### config.mk
export PLATFORM = sky130hd
export DESIGN_NAME = bcd_chain_counter
export DESIGN_NICKNAME = d
export VERILOG_FILES = /design/src/rtl/bcd_chain_counter.sv
export SDC_FILE = /design/constraint.sdc
export NUM_CORES = 1
export LEC_CHECK = 0
export BUFFER_PORTS_ARGS = -buffer_cell sky130_fd_sc_hd__clkbuf_2
export CORE_MARGIN = 2
export CORE_UTILIZATION = 53
export CTS_CLUSTER_DIAMETER = 80
export DETAILED_ROUTE_END_ITERATION = 8
export GPL_TIMING_DRIVEN = 0
export PLACE_DENSITY = 0.92
export SLEW_MARGIN = 20
export SYNTH_ARGS = -nofsm -noshare
export SYNTH_HDL_FRONTEND = slang
export SYNTH_HIERARCHICAL = 1
export SYNTH_SLANG_ARGS = --single-unit
export TNS_END_PERCENT = 10
### constraint.sdc
create_clock -name clk -period 4.2 [get_ports clk]
set_input_delay 0.84 -clock clk [delete_from_list [all_inputs] [get_ports clk]]
set_output_delay 0.84 -clock clk [all_outputs]
set_load 0.005 [all_outputs]
### src/rtl/bcd_chain_counter.sv
// Cascaded modulo-(bound+1) digit counter with up/down, load, clear and optional saturation.
// Each digit is one bcd_chain_stage; the top resolves the ripple-enable chain and the chain carry.

module bcd_chain_stage #(
  parameter int bound = 9,
  parameter int width = $clog2(bound + 1)
) (
  input  logic             clk,
  input  logic             reset,
  input  logic             clear,
  input  logic             load,
  input  logic [width-1:0] load_val,
  input  logic             step,
  input  logic             up,
  input  logic             hold,
  output logic [width-1:0] q,
  output logic             term
);
  localparam logic [width-1:0] BND = width'(bound);

  logic [width-1:0] nxt;
  logic [width-1:0] ld_clamped;

  assign term       = up ? (q == BND) : (q == '0);
  assign nxt        = up ? ((q == BND) ? '0 : q + width'(1))
                         : ((q == '0) ? BND : q - width'(1));
  // Out-of-range load fields clamp so a digit can never exceed bound.
  assign ld_clamped = (load_val > BND) ? BND : load_val;

  always_ff @(posedge clk) begin
    if (reset)              q <= '0;
    else if (clear)         q <= '0;
    else if (load)          q <= ld_clamped;
    else if (step && !hold) q <= nxt;
  end
endmodule

module bcd_chain_counter #(
  parameter int bound    = 9,
  parameter int stages   = 4,
  parameter int width    = $clog2(bound + 1),
  parameter bit saturate = 1'b0
) (
  input  logic                    clk,
  input  logic                    reset,
  input  logic                    ena,
  input  logic                    up,
  input  logic                    clear,
  input  logic                    load,
  input  logic [stages*width-1:0] load_val,
  output logic [stages*width-1:0] num,
  output logic                    carry,
  output logic                    wrapped
);
  logic [stages-1:0][width-1:0] q;
  logic [stages-1:0]            term;
  logic [stages-1:0]            step;
  logic                         hold;

  // Stage i steps only when every lower stage sits at its terminal value.
  always_comb begin
    logic run;
    step = '0;
    run  = ena;
    for (int i = 0; i < stages; i++) begin
      step[i] = run;
      run     = run & term[i];
    end
  end

  assign carry = ena && !clear && !load && (&term);
  assign hold  = saturate && carry;
  assign num   = q;

  for (genvar i = 0; i < stages; i++) begin : g_stage
    bcd_chain_stage #(.bound(bound), .width(width)) u_stage (
      .clk      (clk),
      .reset    (reset),
      .clear    (clear),
      .load     (load),
      .load_val (load_val[i*width +: width]),
      .step     (step[i]),
      .up       (up),
      .hold     (hold),
      .q        (q[i]),
      .term     (term[i])
    );
  end

  always_ff @(posedge clk) begin
    if (reset)      wrapped <= 1'b0;
    else if (clear) wrapped <= 1'b0;
    else if (carry) wrapped <= 1'b1;
  end
endmodule

# [Word-level counts from Yosys, hierarchy flattened]
# Index checks and enable logic that the tools add are counted.
[word_totals] ff_bits=17 inputBits=22 output_inout_bits=18
[classes] add_sub_neg=8 n_lt_le_gt_ge=4 n_eq_ne=4 mux=28 bitwise=3 reduce_logical=15
[ops] operator="$mux W4" n=24
[ops] operator="$add A4 B1 Y4 const B" n=4
[ops] operator="$eq A4 B4 Y1 const B" n=4
[ops] operator="$gt A4 B4 Y1 const B" n=4
[ops] operator="$logic_not A4 Y1" n=4
[ops] operator="$sub A4 B1 Y4 const B" n=4
[ops] operator="$reduce_bool A2 Y1" n=4
[ops] operator="$mux W1" n=4
[ops] operator="$reduce_and A4 Y1" n=1
[ops] operator="$and A1 B1 Y1" n=3
[ops] operator="$logic_and A1 B1 Y1" n=3
[ops] operator="$logic_not A1 Y1" n=2
[ops] operator="$reduce_or A2 Y1" n=1

# [Logic depth before layout (Yosys ltp)]
[logic_depth] depth_word=7 mapped_depth=9

# [Cells and area by module]
# The synthesis kept the hierarchy.
[modules_own_cells] module="bcd_chain_stage" instances=4 cells_per_inst=41 area_each_um2=321.6
[modules_own_cells] module="bcd_chain_counter" instances=1 cells_per_inst=10 area_each_um2=77.6

# [Worst setup path after synthesis]
# No wires, ideal clock.
[synth_timing] path_kind="input port to output port" from="input up" to="output carry" arrival_time_ns=1.915 slack_ns=1.445 stages=4 n_path_buf=0 path_cell_list="or3_1 > a211oi_1 > nand4_1 > nor4b_1"
[synth_between] elab_chain_len=3 word_cells_on_any_way=6 classes_between="mux: 4; reduce/logical: 2"
[synth_lines] element="from (decl)" line="47" text="input logic up,"
[synth_lines] element="$mux W1" line="24" text="assign term = up ? (q == BND) : (q == '0);"
[synth_lines] element="named net term[0]" line="56" text="logic [stages-1:0] term;"
[synth_lines] element="$reduce_and A4 Y1" line="71" text="assign carry = ena && !clear && !load && (&term);"
[synth_lines] element="$logic_and A1 B1 Y1" line="71"
[synth_lines] element="to (decl)" line="52" text="output logic carry,"
# The timed path passes the listed nets, and every way through them passes these cells.

# [Worst setup path after layout]
# Same ends and word-level chain as after synthesis.

==> run_results.csv <==
group,metric,value,unit
synthesis,synth-seq-area-share,25.0,%
route,wirelength,3220,um
run_status,outcome,"completed",
synthesis,yosys-top-cells-area,"dfxtp_1 25%, nand3_1 8.8%, o21ai_0 8.8%",
die,die-area,2990,um^2
worst_hold_path,holdCritPathClass,"register to register",
clock_network,cts_buffer_depth,2,
finish,drive_gt1_share,22.3,%
synthesis,yosys_register_bits,17,
place,postPlaceCellArea,1620,um^2
clock_network,postCtsSetupBuffers,0,
place,dp_hpwl,2350,um
timing,tns,0,ps
timing,rsz0062_at_grt,"false",
timing,min_period,3470,ps
setup_path,arrival,2630,ps
timing,clock_skew,0.998,ps
die,core_area,2450,um^2
clock_network,numClockSinks,17,
setup_path,cp_max_fo,20,
synthesis,synth_top_cell_area_share,25.0,%
setup_path,cp_common_cell,"clkbuf_2",
route,top_layer,"met4",
setup_path,timing.critical_path.from,"up",
synthesis,mappedNetlistArea,1360,um^2
synthesis,ys.flop_type,"dfxtp_1",
finish,nets,247,
clock_network,h-tree-depth,1,
die,fp-row-count,18,
finish,syn_to_final_growth,20.9,%
setup_path,max_stage_delay,410,ps
route,drc,0,
die,die_w,54.7,um
worst_hold_path,hold_depth,1,
setup_path,path_cells,"clkbuf_2 > or3_1 > a211oi_1 > nand4_1 > nor4b_1 > clkbuf_2",
clock_network,ctsResizeCount,0,
timing,final.period_utilization,82.7,%
clock_network,cts_tree,"yes",
route,drt_iter0_drc,32,
setup_path,reg2reg_depth,8,
synthesis,synth_edf_count,0,
route,first_pass_iters,4,
global_routing,antenna_found_initial,0,
worst_hold_path,hp-start,"wrapped$_SDFFE_PP0P_",
clock_network,cts_root_buf,"clkbuf_4",
route,routed-via-count,1497,
synthesis,synthCells,174,
setup_path,worstSetupPathType,"input pin to output pin",
timing,finalSetupViolCount,0,
synthesis,synthDistinctLibCells,28,
global_routing,overflow,0,
route,wl_met2,1580,um
setup_path,end_kind,"output pin",
synthesis,yosys_warnings,6,
setup_path,reg2reg_to,"g_stage[3].u_stage/q[2]$_SDFFE_PP0P_",
route,ant_nets,0,
timing,hold_viol_final,0,
route,wl_per_cell,12.7,um
clock_network,cts_buffers,3,
synthesis,yosysTopAreaCell,"dfxtp_1",
global_routing,grt_pass1_wl,5390,um
global_routing,track_usage,24.5,%
timing,max_slew_margin,63.5,%
finish,fillers,238,
finish,stdcell_area,1650,um^2
route,vias_per_cell,5.89,
global_routing,grt_pass1_vias,1295,
setup_path,worstSetupStartpointType,"input pin",
place,place_congestion,0.835,
worst_hold_path,hold_path_end,"wrapped$_SDFFE_PP0P_",
clock_network,clock_latency,290,ps
route,wl_met1,1400,um
timing,drv_slew,0,
clock_network,cts_hold_buf,0,
die,die_height,54.7,um
timing,worst_pin_slew,548,ps
route,wl_met3,221,um
power,irDropWorstVdd,0.161,mV
power,power_leakage,0.000671,uW
die,ios,40,
synthesis,synth-async-reset-ratio,0,%
synthesis,avgSynthCellArea,7.84,um^2
die,initial_utilization,55.6,%
setup_path,r2r-start,"g_stage[0].u_stage/q[0]$_SDFFE_PP0P_",
setup_path,cp.required,3360,ps
setup_path,rrSetupSlack,1730,ps
power,p_per_area,216,nW/um^2
timing,max_freq,288,MHz
flow_run,max_cap_viol_count,0,
place,port_buffers,39,
global_routing,grt_max_degree,27,
clock_network,clkTransAtPathRegs,100,ps
synthesis,synthTopCellsByCount,"24 x nand3_1, 24 x o21ai_0, 17 x dfxtp_1",
setup_path,slowest_stage,"or3_1",
finish,n_antenna_cell,0,
## per-stage QoR
| stage | util, % | setup WS [ps] | hold WS (ps) | cells | total power (uW) |
|---|---|---|---|---|---|
| finish | 67.2 | 727 | 485 | 254 | 356 |
| global route | 67.2 | 564 | 512 | 254 | 377 |
| CTS | 67.2 | 741 | 484 | 254 | 360 |
| detailed placement | 66.1 | 744 | 451 | 250 | 268 |
| global placement | 66.1 | 776 | 458 | 250 | 265 |
| floorplan | - | 1450 | 456 | 181 | 231 |
## placed cells by master (no fill, tap or decap), drive strengths merged, types with 4 or more instances in the layout
master / instances
nor2b: 4
conb: 8
nand2b: 4
nor3: 8
o21ai: 24
xor2: 4
or3: 4
xnor2: 8
a21oi: 4
inv: 13
nor2: 5
a2111o: 4
a31oi: 4
and3: 9
or4: 8
a211oi: 4
clkbuf: 43
nand3b: 8
a311oi: 4
dfxtp: 17
nand3: 24
buf: 4
a21o: 4
## kinds of logic after synthesis
kind of cell              share of synthesized area, %
and+or+nand+nor                                   37.2
AOI/OAI and AO/OA                                 23.0
DFF                                               25.0
buffers and inverters                             6.88
xor gates and xnor gates                          7.71
other                                            0.275
## layer usage
| layer | vias up | global-route usage, % |
|---|---|---|
| li1 | 752 | - |
| met5 | - | 0 |
| met1 | 675 | 30.1 |
| met3 | 2 | 1.64 |
| met2 | 68 | 43.7 |
| met4 | 0 | 10.0 |
## registers in the layout, indices dropped and copies added, names as in the netlist
| name | flops |
|---|---|
| g_stage.u_stage/q | 16 |
| wrapped | 1 |
## report_power, final
group          switching [uW]  total [uW]  leakage, uW  internal [uW]
combinational            47.8        88.2     0.000517           40.4
clock                    54.8        91.7    0.0000150           36.9
sequential               9.15         176     0.000139            167
## worst max path at each step
stage | cells past startpoint | slack (ps) | to
after global placement | 6 | 780 | carry
final | 6 | 730 | carry
after floorplan | 4 | 1450 | carry
after global routing | 6 | 560 | carry
after CTS | 6 | 740 | carry
after detailed placement | 6 | 740 | carry
## critical path, delay by kind of cell
family	cells	cell delay, ps
AO/OA/AOI/OAI	1	340
buffers and inverters	2	490
AND/OR/NAND/NOR	3	950
## final cells by class
cell class / count / area (um^2) / share of cell area [%]
multi-input combinational: 147 / 956 / 58.0
sequential: 17 / 340 / 20.6
timing repair buffer: 39 / 195 / 11.8
inverter: 13 / 48.8 / 2.96
buffer: 4 / 45.0 / 2.73
tap: 30 / 37.5 / 2.28
clock buffer: 4 / 26.3 / 1.59
Power figures use the tool's default switching activity.
